--- src/rtl/run_tick_ctrl.sv ---
// Run/pause and single-step timebase for the display digit counters.
// Both pushbuttons are synchronized and debounced before reaching the tick FSM.
module run_tick_ctrl #(
    parameter int TICK_DIV   = 50000000,
    parameter int CNT_W      = 26,
    parameter int DEB_CYCLES = 1000000,
    parameter int DEB_W      = 20
) (
    input  logic CLOCK_50,
    input  logic Resetn,
    input  logic key_run_n,
    input  logic key_step_n,
    output logic tick,
    output logic running
);

    localparam logic [CNT_W-1:0] TICK_LAST = CNT_W'(TICK_DIV - 1);
    localparam logic [DEB_W-1:0] DEB_LAST  = DEB_W'(DEB_CYCLES - 1);

    typedef enum logic {
        PAUSED  = 1'b0,
        RUNNING = 1'b1
    } state_t;

    // Key index 0 = run/pause, 1 = single-step.
    logic [1:0]            key_raw;
    logic [1:0]            sync_a;
    logic [1:0]            sync_b;
    logic [1:0]            deb_lvl;
    logic [1:0][DEB_W-1:0] deb_cnt;
    logic [1:0]            press;

    logic                  run_evt;
    logic                  step_evt;

    state_t                state_q;
    state_t                state_d;
    logic [CNT_W-1:0]      presc_q;
    logic [CNT_W-1:0]      presc_d;
    logic                  tick_q;
    logic                  tick_d;

    assign key_raw = {key_step_n, key_run_n};

    always_ff @(posedge CLOCK_50) begin
        if (!Resetn) begin
            sync_a <= 2'b11;
            sync_b <= 2'b11;
        end else begin
            sync_a <= key_raw;
            sync_b <= sync_a;
        end
    end

    // The level must disagree for DEB_CYCLES consecutive samples before it is accepted.
    always_ff @(posedge CLOCK_50) begin
        if (!Resetn) begin
            deb_lvl <= 2'b11;
            deb_cnt <= '0;
            press   <= 2'b00;
        end else begin
            for (int k = 0; k < 2; k++) begin
                press[k] <= 1'b0;
                if (sync_b[k] == deb_lvl[k]) begin
                    deb_cnt[k] <= '0;
                end else if (deb_cnt[k] == DEB_LAST) begin
                    deb_cnt[k] <= '0;
                    deb_lvl[k] <= sync_b[k];
                    press[k]   <= ~sync_b[k];
                end else begin
                    deb_cnt[k] <= deb_cnt[k] + DEB_W'(1);
                end
            end
        end
    end

    assign run_evt  = press[0];
    assign step_evt = press[1];

    always_ff @(posedge CLOCK_50) begin
        if (!Resetn) begin
            state_q <= RUNNING;
            presc_q <= '0;
            tick_q  <= 1'b0;
        end else begin
            state_q <= state_d;
            presc_q <= presc_d;
            tick_q  <= tick_d;
        end
    end

    // A run event takes priority over a step event in the same cycle.
    always_comb begin
        state_d = state_q;
        presc_d = presc_q;
        tick_d  = 1'b0;
        case (state_q)
            RUNNING: begin
                if (run_evt) begin
                    state_d = PAUSED;
                end else if (presc_q == TICK_LAST) begin
                    presc_d = '0;
                    tick_d  = 1'b1;
                end else begin
                    presc_d = presc_q + CNT_W'(1);
                end
            end
            PAUSED: begin
                if (run_evt) begin
                    state_d = RUNNING;
                    presc_d = '0;
                end else if (step_evt) begin
                    tick_d = 1'b1;
                end
            end
            default: begin
                state_d = RUNNING;
                presc_d = '0;
            end
        endcase
    end

    assign tick    = tick_q;
    assign running = (state_q == RUNNING);

endmodule

--- config.mk ---
export PLATFORM = sky130hd
export DESIGN_NAME = run_tick_ctrl
export DESIGN_NICKNAME = d
export VERILOG_FILES = /design/src/rtl/run_tick_ctrl.sv
export SDC_FILE = /design/constraint.sdc
export NUM_CORES = 1
export LEC_CHECK = 0
export BUFFER_PORTS_ARGS = -buffer_cell sky130_fd_sc_hd__buf_2
export CORE_UTILIZATION = 45
export CTS_BUF_LIST = sky130_fd_sc_hd__clkbuf_4 sky130_fd_sc_hd__clkbuf_8
export DETAILED_ROUTE_END_ITERATION = 7
export MAX_ROUTING_LAYER = met4
export PLACE_DENSITY_LB_ADDON = 0.3
export SYNTH_ARGS = -nofsm -noshare
export SYNTH_HDL_FRONTEND = slang
export SYNTH_SLANG_ARGS = --single-unit
--- constraint.sdc ---
create_clock -name CLOCK_50 -period 4.4 [get_ports CLOCK_50]
set_clock_uncertainty 0.1 [all_clocks]
set_input_delay 0.88 -clock CLOCK_50 [delete_from_list [all_inputs] [get_ports CLOCK_50]]
set_output_delay 0.88 -clock CLOCK_50 [all_outputs]
set_load 0.1 [all_outputs]
After elaboration in Yosys (flattened, before gate mapping). Cells that the tools add are included.

Add/subtract/negate cells: 3. Eq/ne operators: 7. Muxes and demuxes: 12. Bitwise logic cells: 8. Reduce and logical (&&, ||, !) cells: 7.

Operators by type and width (count): two-way mux 26 bit (3); case mux 26 bit (2 select lines) (1); adder 20 x 1 -> 20 bit, second input constant (2); equality test 20 bit, second input constant (2); adder 26 x 1 -> 26 bit, second input constant (1); equality test 26 bit, second input constant (1); OR reduction 3 bit (4); NOT 1 bit (8); two-way mux 1 bit (6); AND reduction 2 bit (3); inequality test 2 bit, second input constant (2); case mux 1 bit (2 select lines) (2); equality test 1 bit (2).

Flip-flop bits (word level): 76. Output and inout bits: 2. Logic and storage cells: 48.

Depth between registers and ports, before layout.
Word-level depth: 4. Gate-level depth with buffers: 7. Depth with buffers taken out: 6.

Least setup slack after synthesis. No wires, ideal clock.

Kind: register to register. Start: register state_q (netlist: running). End: register presc_q[13]. Setup time: 76 ps. Arrival time: 2096 ps. Path slack: 2129 ps. Stages on the path, launching flop included: 5. Buffers on the path: 1. Period minus slack after synthesis: 2271 ps. Cell sequence: dfxtp_1 -> clkbuf_1 -> nand2_1 -> or4_1 -> a31oi_1.

Longest elaborated chain between the ends: 3.

RTL lines: from (decl) (RTL line 36) `state_t state_q;`; from (signal assigned) (RTL line 86) `state_q <= state_d;`; NOT 1 bit (RTL line 97) `case (state_q)`; inequality test 2 bit (no source line); AND reduction 2 bit (no source line); to (signal assigned) (RTL line 87) `presc_q <= presc_d;`; to (decl) (RTL line 38) `logic [CNT_W-1:0] presc_q;`.

Parallel ways exist; a longest one is shown, timed or not. A chain may end at the register's enable or synchronous reset.

Worst setup path in the final report.
Start: register state_q (netlist: running). End: output port running.

RTL lines: to (decl) (RTL line 14) `output logic running`.

No word-level cell between the ends.

==> flow_summary.yaml <==
run_status:
  status: "finished, final reports clean"
logic_synthesis:
  synth_fa_ha_area_share_pct: 1.013
  synthSimpleGateAreaFrac_pct: 32.85
  synth_top_family_by_area: "simple AND/OR/NAND/NOR gates"
  synth_ff_type: "dfxtp_1"
  synth_mux_area_share_pct: 1.688
  synth_edf_count: 0
  synth_xor_area_share_pct: 8.980
  synth.avg_cell_area_um2: 8.199
  yosysSeqAreaShare_pct: 41.05
  synth_compound_area_share_pct: 11.14
  yosysUniqueCellTypes: 53
  ys_ff_latch: 76
  yosysWarningCount: 0
  syn-num-nets: 459
  netlist_instances: 452
  async_flop_share_pct: 0
  synth_area_um2: 3706
placement:
  post-dp-hpwl_mm: 5.230
  portBuffers: 5
  dp_cells: 541
  place.gp.congestion: 0.8971
die:
  chipHeight_um: 92.75
  placementRows: 32
  die_area_um2: 8603
  fp.coreArea_um2: 7848
  initial_core_util_pct: 47.23
  fp.dieW_um: 92.75
  io_pins: 6
critical_path:
  cp_num_buf_inv: 1
  cp_top_family: "flip-flops"
  critPathLaunch: "running"
  crit_chain: "buf_2"
  slowest_stage: "dfxtp_1"
  arrival_ns: 1.68
  path_depth: 1
  crit_end: "running"
  critPathRequiredTime_ns: 3.42
  r2r_cells: 5
  r2r_end: "presc_q[20]"
  path_class: "flop to primary output"
  reg2reg_setup_slack_ns: 1.97
  slowest_delay_ns: 0.78
  cp-end-kind: "primary output"
  r2r-start: "running"
  crit_path_max_fanout: 20
  start_kind: "flop"
sta:
  max_freq_mhz: 376.1
  worstMarginPinSlew_ns: 0.8928
  period_share_pct: 60.44
  setup_viol: 0
  holdWs_ns: 0.3103
  drv_slew: 0
  setup_tns_ns: 0
  min_period_ns: 2.659
  rsz0062_at_grt: "no"
  slew_headroom_pct: 39.93
  hold_viol_final: 0
drt:
  drt_first_pass_iters: 4
  drc: 0
  avgRoutedWirePerCell_um: 14.10
  num_vias: 3177
  vias_per_cell: 5.704
  wl_mm: 7.853
  ant_nets: 0
  drt-initial-drc-count: 203
global_route:
  grt_usage_pct: 20.38
  grt_start_max_net_pins: 24
  antenna_found_initial: 0
  grt_pass1_vias: 2898
  overflow: 0
  grt_pass1_wl_mm: 13.57
min_path:
  holdPathStages: 1
  hp-class: "flop to flop"
cts:
  cts_tree: "built"
  htreeDepth: 3
  cts_hold_buf: 0
  clk-insertion-delay-late_ns: 0.35
  cts_buffer_depth: 2
  cts_resized: 0
  root_buffer: "clkbuf_8"
  cts.sinks: 76
  cts_made_buffers: 9
  clk_pin_slew_ns: 0.08
  postCtsSetupBuffers: 0
flow_run:
  max_cap_viol_count: 0
power:
  total_power_mw: 1.274
  ir_drop_v: 0.0002943
  power_leakage_nw: 1.326
  powerDensity_nw_per_um2: 318.2
layout:
  area_delta_synth_final_pct: 8.069
  nets: 457
  drive_gt1_share_pct: 7.473
  final_util_pct: 51.04
  antenna_cells: 0
  fin_cells: 557
[worst min path at each step]
stage	startpoint	to	slack, ns
4_1_cts	sync_a[1]	sync_b[1]	0.31
3_3_place_gp	sync_a[0]	sync_b[0]	0.29
3_5_place_dp	sync_a[1]	sync_b[1]	0.29
5_1_grt	sync_a[1]	sync_b[1]	0.33
6_report	sync_a[1]	sync_b[1]	0.31
2_1_floorplan	sync_a[0]	sync_b[0]	0.29
[Yosys cell counts, drive strengths merged (2+ instances only)]
master | count | area (µm²)
o31a | 2 | 17.52
dfxtp | 76 | 1521
and4 | 5 | 45.04
and2 | 3 | 18.77
mux2i | 4 | 40.04
clkbuf | 16 | 61.30
xor2 | 27 | 236.5
buf | 5 | 22.52
nand2 | 48 | 180.2
nor4 | 8 | 50.05
o211a | 2 | 20.02
nand2b | 4 | 25.02
and3 | 9 | 56.30
a32oi | 2 | 17.52
o21a | 5 | 37.54
nor4b | 5 | 43.79
o211ai | 2 | 15.01
or4 | 9 | 67.56
nor3 | 12 | 71.32
nand4 | 25 | 162.6
or3 | 4 | 25.02
a21oi | 21 | 105.1
o22ai | 3 | 18.77
ha | 3 | 37.54
nand3 | 35 | 175.2
inv | 9 | 33.78
o21ai | 6 | 30.03
a31oi | 10 | 62.56
mux2 | 2 | 22.52
xnor2 | 11 | 96.34
nand3b | 3 | 22.52
nor2 | 61 | 231.5
[sequential cells by signal, indices dropped and copies added, names as in the netlist]
| register | cells |
|---|---|
| deb_cnt | 40 |
| deb_lvl | 2 |
| presc_q | 26 |
| press | 2 |
| running | 1 |
| sync_a | 2 |
| sync_b | 2 |
| tick | 1 |
[per-stage QoR]
stage / instance area (µm²) / setup slack, ns
floorplan: 3706 / 2.129
global placement: 3797 / 2.017
detailed placement: 3797 / 1.920
CTS: 4005 / 1.730
global route: 4005 / 1.674
finish: 4005 / 1.741
[cells by family after synthesis]
logic type      count (synthesis)
xor+xnor                       38
compound gates                 62
fa+ha+maj                       3
buf+inv                        31
simple gates                  236
flops                          76
mux                             6
[per-layer routing]
layer | track usage [%] | vias to the layer above | wire, µm
met3 | 3.695 | 8 | 453
met5 | - | - | 0
met2 | 30.25 | 79 | 3479
li1 | - | 1623 | -
met4 | 8.205 | 0 | 99
met1 | 27.36 | 1467 | 3820
[area by class of cell]
type                            instances  area (µm²)
Clock buffer                           10       137.6
Clock inverter                          6       70.07
Fill cell                             773        3842
Inverter                               10       37.54
Multi-Input combinational cell        345        2063
Sequential cell                        76        1521
Tap cell                              102       127.6
Timing Repair Buffer                    8       47.55
[report_power, final]
part           switching (mW)  internal [mW]
Clock                   0.275          0.283
Sequential            0.00436          0.692
Combinational          0.0140        0.00716
[layout by cell type (no fill, tap or decap), types with 2 or more instances in the layout]
master    count
o211ai_1      2
nor4b_1       5
o31a_1        2
nor3_1       11
nor4_1        8
clkinv_4      2
nor2_1       60
a31oi_1      10
and2_1        3
inv_1         9
nand2_1      48
ha_1          3
mux2_2        2
o211a_1       2
and4_1        4
o22ai_1       3
xnor2_1      11
a21oi_1      21
buf_4         3
nand2b_1      4
a32oi_1       2
nand3_1      35
o21a_1        5
o21ai_0       6
or3_1         4
clkbuf_8     10
and3_1        9
nand4_1      24
or4_1         9
mux2i_1       4
inv_6         2
buf_2         5
xor2_1       27
nand3b_1      3
dfxtp_1      76
Power figures use the tool's default switching activity.
